===== src/rtl/hex_display_scanner.sv =====
// hex_display_scanner
// Time-multiplexes a DIGITS-nibble hex value onto one shared seven-segment
// decoder. A prescaler sets the slot length, a digit index walks the
// nibbles, and a shadow/pending pair defers new values to the frame
// boundary so a single frame never mixes old and new digits.
// Outputs are registered from the current index/display state, so they
// trail the index by one clock.
module hex_display_scanner #(
  parameter int DIGITS      = 4,
  parameter int REFRESH_DIV = 50000,
  parameter bit BLANK_LZ    = 1'b1
) (
  input  logic                  clk,
  input  logic                  rst_n,
  input  logic                  enable,
  input  logic                  load,
  input  logic [4*DIGITS-1:0]   value,
  output logic [3:0]            nibble,
  output logic [DIGITS-1:0]     digit_en,
  output logic                  frame_done
);

  localparam int IDX_W = (DIGITS > 1) ? $clog2(DIGITS) : 1;
  localparam int PRE_W = (REFRESH_DIV > 1) ? $clog2(REFRESH_DIV) : 1;
  localparam logic [PRE_W-1:0] PRE_LAST = PRE_W'(REFRESH_DIV - 1);
  localparam logic [IDX_W-1:0] IDX_LAST = IDX_W'(DIGITS - 1);

  // Scan position
  logic [PRE_W-1:0]    pre_q, pre_d;
  logic [IDX_W-1:0]    idx_q, idx_d;

  // Staged and displayed values
  logic [4*DIGITS-1:0] shadow_q, shadow_d;
  logic [4*DIGITS-1:0] disp_q, disp_d;
  logic                pending_q, pending_d;

  // Registered outputs
  logic [3:0]          nibble_q, nibble_d;
  logic [DIGITS-1:0]   digit_en_q, digit_en_d;
  logic                frame_done_q, frame_done_d;

  // Decode helpers
  logic                tc;
  logic                wrap;
  logic                above_zero;
  logic [DIGITS-1:0]   lit;
  logic [3:0]          disp_nib [DIGITS];

  // Split the displayed value into per-digit nibbles for indexed selection.
  for (genvar gi = 0; gi < DIGITS; gi++) begin : g_nib
    assign disp_nib[gi] = disp_q[4*gi +: 4];
  end

  // Leading-zero blanking: digit i>0 goes dark when it and every more
  // significant nibble are zero. Digit 0 always stays lit so a zero value
  // still shows "0".
  always_comb begin
    above_zero = 1'b1;
    lit        = '1;
    for (int i = DIGITS - 1; i >= 1; i--) begin
      above_zero = above_zero && (disp_q[4*i +: 4] == 4'h0);
      if (BLANK_LZ && above_zero) begin
        lit[i] = 1'b0;
      end
    end
  end

  // Next-state: prescaler/index advance, shadow staging, frame commit and
  // the registered decoder drive.
  always_comb begin
    pre_d        = pre_q;
    idx_d        = idx_q;
    shadow_d     = shadow_q;
    disp_d       = disp_q;
    pending_d    = pending_q;
    nibble_d     = nibble_q;
    digit_en_d   = '1;
    tc           = enable && (pre_q == PRE_LAST);
    wrap         = tc && (idx_q == IDX_LAST);
    frame_done_d = wrap;

    if (enable) begin
      pre_d = tc ? '0 : pre_q + 1'b1;
    end
    // Explicit wrap keeps idx inside 0..DIGITS-1 for non-power-of-2 counts.
    if (tc) begin
      idx_d = wrap ? '0 : idx_q + 1'b1;
    end

    // Commit happens only at the wrap; a load landing on the wrap itself
    // bypasses the shadow so it is not lost or delayed a frame.
    if (wrap) begin
      if (load) begin
        disp_d   = value;
        shadow_d = value;
      end else if (pending_q) begin
        disp_d = shadow_q;
      end
      pending_d = 1'b0;
    end else if (load) begin
      shadow_d  = value;
      pending_d = 1'b1;
    end

    // While frozen the nibble holds and every digit is off.
    if (enable) begin
      nibble_d          = disp_nib[idx_q];
      digit_en_d[idx_q] = !lit[idx_q];
    end
  end

  // State registers with asynchronous clear.
  always_ff @(posedge clk or negedge rst_n) begin
    if (!rst_n) begin
      pre_q        <= '0;
      idx_q        <= '0;
      shadow_q     <= '0;
      disp_q       <= '0;
      pending_q    <= 1'b0;
      nibble_q     <= 4'h0;
      digit_en_q   <= '1;
      frame_done_q <= 1'b0;
    end else begin
      pre_q        <= pre_d;
      idx_q        <= idx_d;
      shadow_q     <= shadow_d;
      disp_q       <= disp_d;
      pending_q    <= pending_d;
      nibble_q     <= nibble_d;
      digit_en_q   <= digit_en_d;
      frame_done_q <= frame_done_d;
    end
  end

  assign nibble     = nibble_q;
  assign digit_en   = digit_en_q;
  assign frame_done = frame_done_q;

endmodule


===== config.mk =====
export PLATFORM = sky130hd
export DESIGN_NAME = hex_display_scanner
export DESIGN_NICKNAME = d
export VERILOG_FILES = /design/src/rtl/hex_display_scanner.sv
export SDC_FILE = /design/constraint.sdc
export NUM_CORES = 1
export LEC_CHECK = 0
export BUFFER_PORTS_ARGS = -buffer_cell sky130_fd_sc_hd__clkbuf_2
export CAP_MARGIN = 15
export CORE_ASPECT_RATIO = 1.25
export CORE_UTILIZATION = 60
export CTS_CLUSTER_DIAMETER = 200
export DETAILED_ROUTE_END_ITERATION = 16
export GPL_ROUTABILITY_DRIVEN = 0
export PLACE_DENSITY_LB_ADDON = 0.08
export SKIP_CTS_REPAIR_TIMING = 1
export SLEW_MARGIN = 30
export SYNTH_ARGS = -nofsm -noshare
export SYNTH_HDL_FRONTEND = slang
export SYNTH_SLANG_ARGS = --single-unit

===== constraint.sdc =====
create_clock -name clk -period 5.6 [get_ports clk]
set_clock_uncertainty 0.2 [all_clocks]
set_input_delay 1.12 -clock clk [delete_from_list [all_inputs] [get_ports clk]]
set_output_delay 1.12 -clock clk [all_outputs]
set_load 0.01 [all_outputs]

---- Word-level counts from Yosys, hierarchy flattened ----
Index checks and enable logic that the tools add are counted.
cells by class
  eq/ne operators ......................... 2
  magnitude comparators ................... 3
  reduce and logical (&&, ||, !) cells .... 12
  bitwise gates (word level) .............. 3
  multiplexer cells ....................... 17
  $add $sub $neg .......................... 2
operators by type and width
  operator                                                                      count
  16-bit 2-to-1 mux                                                             3
  16-bit by 1-bit adder with 16-bit output, second input constant               1
  16-bit equality test, second input constant                                   1
  4-bit zero test                                                               3
  4-bit 2-to-1 mux                                                              3
  4-bit binary-select mux with 2-bit select                                     1
  1-bit 2-to-1 mux                                                              7
  1-bit logical AND                                                             5
  4-bit NOT                                                                     1
  4-bit OR                                                                      1
  2-bit nonzero test                                                            2
  3-bit >= comparator, second input constant                                    1
  2-bit by 3-bit less-than comparator with 1-bit output, second input constant  1
  2-bit NOT with 3-bit output                                                   1
  2-bit by 1-bit adder with 2-bit output, second input constant                 1
  1-bit binary-select mux with 2-bit select                                     1
  1-bit demux with 2-bit select                                                 1
  2-bit equality test, second input constant                                    1
  2-bit by 1-bit >= comparator with 1-bit output, second input constant         1
  2-bit 2-to-1 mux                                                              1
  2-bit AND reduction                                                           1
  1-bit zero test                                                               1
word-level totals
  register bits ........................... 60
  output and inout port bits .............. 9
  input bits .............................. 20
  word-level logic and storage cells ...... 47

---- Depth between registers and ports, before layout ----
Gate-level depths: netlist of run 1.
  word-level depth ........................ 9
  mapped depth ............................ 7
  gate-level depth less buffers ........... 5

---- Worst setup path before layout of run 1 ----
Ideal clock, no wire load.
  kind .................................... input-to-reg
  start point ............................. input enable
  end point ............................... register disp_q[10]
  arrival time ............................ 2.429 ns
  path slack .............................. 2.843 ns
  buffers on the path ..................... 2
  stages .................................. 6
  data required time ...................... 5.273 ns
  cells stage by stage .................... nand4_1 nor4_4 and3b_1 buf_4 buf_6 mux2_1
on the way
  longest elaborated chain between the ends .. 3
RTL lines
  element                               line  text
  from (decl)                           15    input logic enable,
  1-bit logical AND                     78    tc = enable && (pre_q == PRE_LAST);
  1-bit logical AND                     79    wrap = tc && (idx_q == IDX_LAST);
  2-bit AND reduction (no source line)  n/a
  to (signal assigned)                  127   disp_q <= disp_d;
  to (decl)                             34    logic [4*DIGITS-1:0] disp_q, disp_d;
No other way between the ends.
A chain may end at the register's enable or synchronous reset.

---- Worst setup path after layout of run 1 ----
  start point ............................. input enable
  end point ............................... register disp_q[3]
The elaborated chain is that of the path after synthesis.

==> out/qor.csv, run 1 <==
metric,value,unit
achievable frequency,0.285,GHz
number of global-route vias before repair,1563,
startpoint type of the worst setup path,primary input,
most common flop cell mapped by yosys,dfrtp_1,
first-pass GRT wire length,7.16,mm
final WL,4.42,mm
Crit Path Class,primary input to register,
synthesized area,2590,sq um
Die Height,75.5,um
Worst EP required,5610,ps
final setup margin,2090,ps
# H-tree levels,3,
Leakage,1.43,nW
synth unique cells,36,
syn nets,213,
max_slew headroom,49.3,%
number of buffers and inverters on the critical path,1,
top-area cell type share of the netlist area,54.1,%
Yosys Warn Count,0,
TritonCTS clock tree,done,
total gr overflow,0,
Synth area leaders,"dfrtp_1 (54%), mux2_2 (10%), mux2_1 (6.1%), dfstp_2 (4.1%), mux4_2 (3.5%)",
setup_tns,0,ps
VDD IR max,0.000185,V
routed vias/inst,5.63,
"most common cell after layout, fill and taps aside",dfrtp_1,
sequential share of the synthesized area,58.1,%
"commonest cells after routing, fill and taps aside","dfrtp_1 (56), clkbuf_2 (28), mux2_2 (23), mux2_1 (14), nor2_1 (11)",
worst hold-check path type,register to register,
Yosys reg bits,60,
pre-CTS WS,1730,ps
Layout area overhead,12.7,%
Avg Inst Size Synth,13.8,sq um
crit-path cells,clkbuf_2 -> nand4_1 -> nor4_4 -> and3b_1 -> mux2_2,
final cycle utilization of the critical path,62.7,%
Final ANT Viol Nets,0,
CP max FO,16,
row count,26,
slowest stage cell on the critical path,and3b_1,
post-layout net count,246,
clk sinks,60,
Post-synth EDFFs,0,
vias after detailed routing,1583,
MaxCap Viol Count,0,
core region area,4100,sq um
DRC viols,0,
First DRT Iteration DRCs,81,
Crit path max-delay family,simple AND/OR/NAND/NOR gates,
Max clock buf depth,2,
share of cells above drive strength 1,33.3,%
clk_lat worst skew,330,ps
Pre-antenna DRT Iters,4,
Die Width,60.8,um
CTS Buf Count,9,
WL/cell,15.7,um
Synth async-reset ratio,100,%
"Setup violations, final",0,
largest net degree at the start of global routing,61,
RSZ-0062 raised after global routing,false,
"Reg clk slew, reported paths",60,ps
count of final hold-check violations,0,
Synth area leader,dfrtp_1,
"slowest stage delay, CP",770,ps
Max Slew Vio Count,0,
initial core utilization,63.2,%
Worst Tran Pin Value,761,ps
crit path capture type,register,
PortBufs,28,
initial antenna violation count,0,
ANT cells,0,
Synth Instances,188,
outcome,finished clean,
"Data arrival, critical path",3520,ps
P per Cell Area,304,nW/um^2
I/O pin count,29,
DP HPWL,3.18,mm
Final min period,3510,ps
All-Layer GR Usage,22.6,%
root buf cell,clkbuf_8,
Die Area,4590,sq um
-- per-stage QoR --
stage          area, sq um  cells  util (%)  power (mW)  hold WS (ps)
5_1_grt               2920    281      71.3       0.928           305
4_1_cts               2920    281      71.3       0.898           291
2_1_floorplan         2590    188         -       0.557           244
6_report              2920    281      71.3       0.888           289
3_3_place_gp          2770    266      67.6       0.584           273
3_5_place_dp          2770    266      67.6       0.591           284
-- synth_stat cells, types with 3 or more instances --
library cell	n
dfrtp_1	56
mux2_2	23
mux2_1	14
nor2_1	11
nand2_1	8
xnor2_1	6
ha_1	5
inv_1	5
nand3_1	5
nand4_1	5
xor2_1	5
clkbuf_1	4
dfstp_2	4
mux4_2	4
o21ai_0	4
and3_1	3
nand3b_1	3
-- state kept, by name, indices dropped and copies added, names as in the netlist --
register	cells
digit_en	4
disp_q	16
shadow_q	16
frame_done	1
nibble	4
pre_q	16
idx_q	2
pending_q	1
-- cell type report --
| cell class | instances | area (sq um) |
|---|---|---|
| Timing Repair Buffer | 29 | 148 |
| Multi-Input combinational cell | 116 | 1030 |
| Clock buffer | 12 | 135 |
| Tap cell | 56 | 70.1 |
| Sequential cell | 60 | 1510 |
| Inverter | 5 | 18.8 |
| Clock inverter | 3 | 15.0 |
| Fill cell | 301 | 1180 |
-- per-layer routing --
metal,share of wire [%],GRT usage (%),wire length [um],vias up
met3,3.6,4.75,160,14
met1,41,27.6,1810,792
met4,3.5,16.2,153,0
met5,0,0,0,-
li1,-,-,-,736
met2,52,35.7,2300,41
-- worst register-to-register path, stage by stage (launching register included) --
cell and delay [ps]:
dfrtp_1 460, or4b_4 590, nor4_4 540, and3b_1 770, mux2_2 410
-- final timing paths --
kind / from / to / slack (ps) / depth (start not counted)
worst max-delay path: enable / disp_q[3] / 2090 / 5
worst min-delay path: pre_q[5] / pre_q[5] / 290 / 1
worst max register to register: pre_q[7] / disp_q[3] / 2520 / 4
worst min register to register: pre_q[5] / pre_q[5] / 290 / 1
max in group asynchronous: rst_n / shadow_q[13] / 3990 / 2
min in group asynchronous: rst_n / pre_q[7] / 740 / 2
-- kinds of logic (layout without fill, tap and decap cells) --
kind of cell               count (synthesis)  count (layout)  synth area share [%]
AOI/OAI and AO/OA                         10              10                  2.37
xor gates and xnor gates                  11              11                  3.72
adders and majority gates                  5               5                  2.41
buffers and inverters                     12              49                  2.17
DFF                                       60              60                  58.1
muxes                                     41              41                  19.6
and+or+nand+nor                           49              49                  11.6
-- where the power goes --
group	internal, mW	switching [mW]	total, mW	leakage (nW)
logic	0.0449	0.0424	0.0873	0.602
clock network	0.156	0.150	0.305	0.0800
registers	0.469	0.0265	0.495	0.751
(Power assumes the default switching activity.)
==> run 2: changes to the inputs <==
Settings changed: CORE_UTILIZATION 60 to 57.
Clock period 5.6 ns to 3.7 ns, I/O delays scaled along.
==> out/qor.csv, run 2 (synthesis gave the netlist of run 1 again) <==
metric,value,unit
largest net degree at the start of global routing,34,
biggest regs,"disp_q: 16 flops, pre_q: 16 flops, shadow_q: 16 flops",
VDD IR max,0.000371,V
FF+latch area,1510,sq um
hold_ws,246,ps
share of cells above drive strength 1,34.6,%
count of final hold-check violations,0,
ANT cells,0,
"slowest stage delay, CP",360,ps
Crit Path Class,primary input to register,
"Top cell by count, worst path",buf_4,
P per Cell Area,477,nW/um^2
final cycle utilization of the critical path,69.0,%
post-layout net count,248,
vias after detailed routing,1544,
Leakage,1.46,nW
setup_tns,0,ps
Reg-to-Reg End,disp_q[3],
Worst R2R Setup Slack,1190,ps
All-Layer GR Usage,21.9,%
TritonCTS clock tree,done,
DP HPWL,3.27,mm
First DRT Iteration DRCs,120,
row count,27,
crit-path cells,clkbuf_2 -> nand4_1 -> nor4_4 -> buf_4 -> and3b_1 -> buf_4 -> mux2_2,
Pre-antenna DRT Iters,4,
fillers,325,
clk sinks,60,
achievable frequency,0.392,GHz
final setup margin,1150,ps
Final ANT Viol Nets,0,
CTS Buf Count,9,
"most common cell after layout, fill and taps aside",dfrtp_1,
routed vias/inst,5.40,
pre-CTS WS,817,ps
first-pass GRT wire length,7.86,mm
# H-tree levels,3,
Die Area,4820,sq um
WL/cell,15.8,um
Die Height,77.4,um
Final min period,2550,ps
final WL,4.51,mm
"Reg clk slew, reported paths",60,ps
MaxCap Viol Count,0,
Max Slew Vio Count,0,
crit path capture type,register,
"Setup violations, final",0,
placed cell count,270,
total gr overflow,0,
Worst EP required,3700,ps
CP max FO,16,
cells on worst reg2reg path,6,
worst hold-check path type,primary input to asynchronous set/reset pin,
startpoint type of the worst setup path,primary input,
Final Util,67.9,%
RSZ-0062 raised after global routing,false,
initial antenna violation count,0,
Multi-input gate area,1030,sq um
max_slew headroom,54.8,%
Max clock buf depth,2,
root buf cell,clkbuf_8,
Die Width,62.3,um
I/O pin count,29,
"Data arrival, critical path",2560,ps
clk_lat worst skew,320,ps
PortBufs,28,
final std cells w/o fill,286,
core region area,4390,sq um
Layout area overhead,15.0,%
Reg-to-Reg Start,pre_q[7],
slowest stage cell on the critical path,mux2_2,
DRC viols,0,
outcome,finished clean,
initial core utilization,59.0,%
Worst Tran Pin Value,679,ps
"commonest cells after routing, fill and taps aside","dfrtp_1 (56), clkbuf_2 (28), mux2_2 (23), mux2_1 (14), clkbuf_8 (13)",
number of global-route vias before repair,1663,
## run 2: metal layers
layer / GRT usage (%) / up-vias / wire [um]
li1: - / 743 / -
met1: 25.8 / 762 / 1910
met2: 37.6 / 31 / 2380
met3: 4.12 / 8 / 128
met4: 12.3 / 0 / 83
met5: 0 / - / 0
## run 2: power breakdown
part           internal (mW)  leakage [nW]  switching, mW
clock                  0.316        0.0997          0.227
sequential             0.709         0.751         0.0400
combinational         0.0675         0.613         0.0625
total                   1.09          1.46          0.329
## run 2: how the worst max path moves through the flow
stage / start / to / slack [ps]
floorplan: enable / disp_q[10] / 1320
global placement: enable / disp_q[2] / 900
detailed placement: enable / disp_q[3] / 820
CTS: enable / disp_q[3] / 1160
global route: enable / disp_q[3] / 1040
finish: enable / disp_q[3] / 1150
## run 2: critical path: cells and delay by family
| kind | cells | cell delay (ps) |
|---|---|---|
| muxes | 1 | 360 |
| and+or+nand+nor | 3 | 720 |
| buffers and inverters | 3 | 720 |
## run 2: through the flow
| stage | power [mW] | instance area [sq um] |
|---|---|---|
| 2_1_floorplan | 0.842 | 2590 |
| 3_3_place_gp | 0.886 | 2790 |
| 3_5_place_dp | 0.893 | 2790 |
| 4_1_cts | 1.44 | 2980 |
| 5_1_grt | 1.49 | 2980 |
| 6_report | 1.42 | 2980 |
## run 2: layout make-up
| class | count | area share, % |
|---|---|---|
| Clock buffer | 15 | 6.26 |
| Clock inverter | 1 | 0.168 |
| Inverter | 5 | 0.630 |
| Multi-Input combinational cell | 116 | 34.5 |
| Sequential cell | 60 | 50.5 |
| Tap cell | 58 | 2.43 |
| Timing Repair Buffer | 31 | 5.46 |
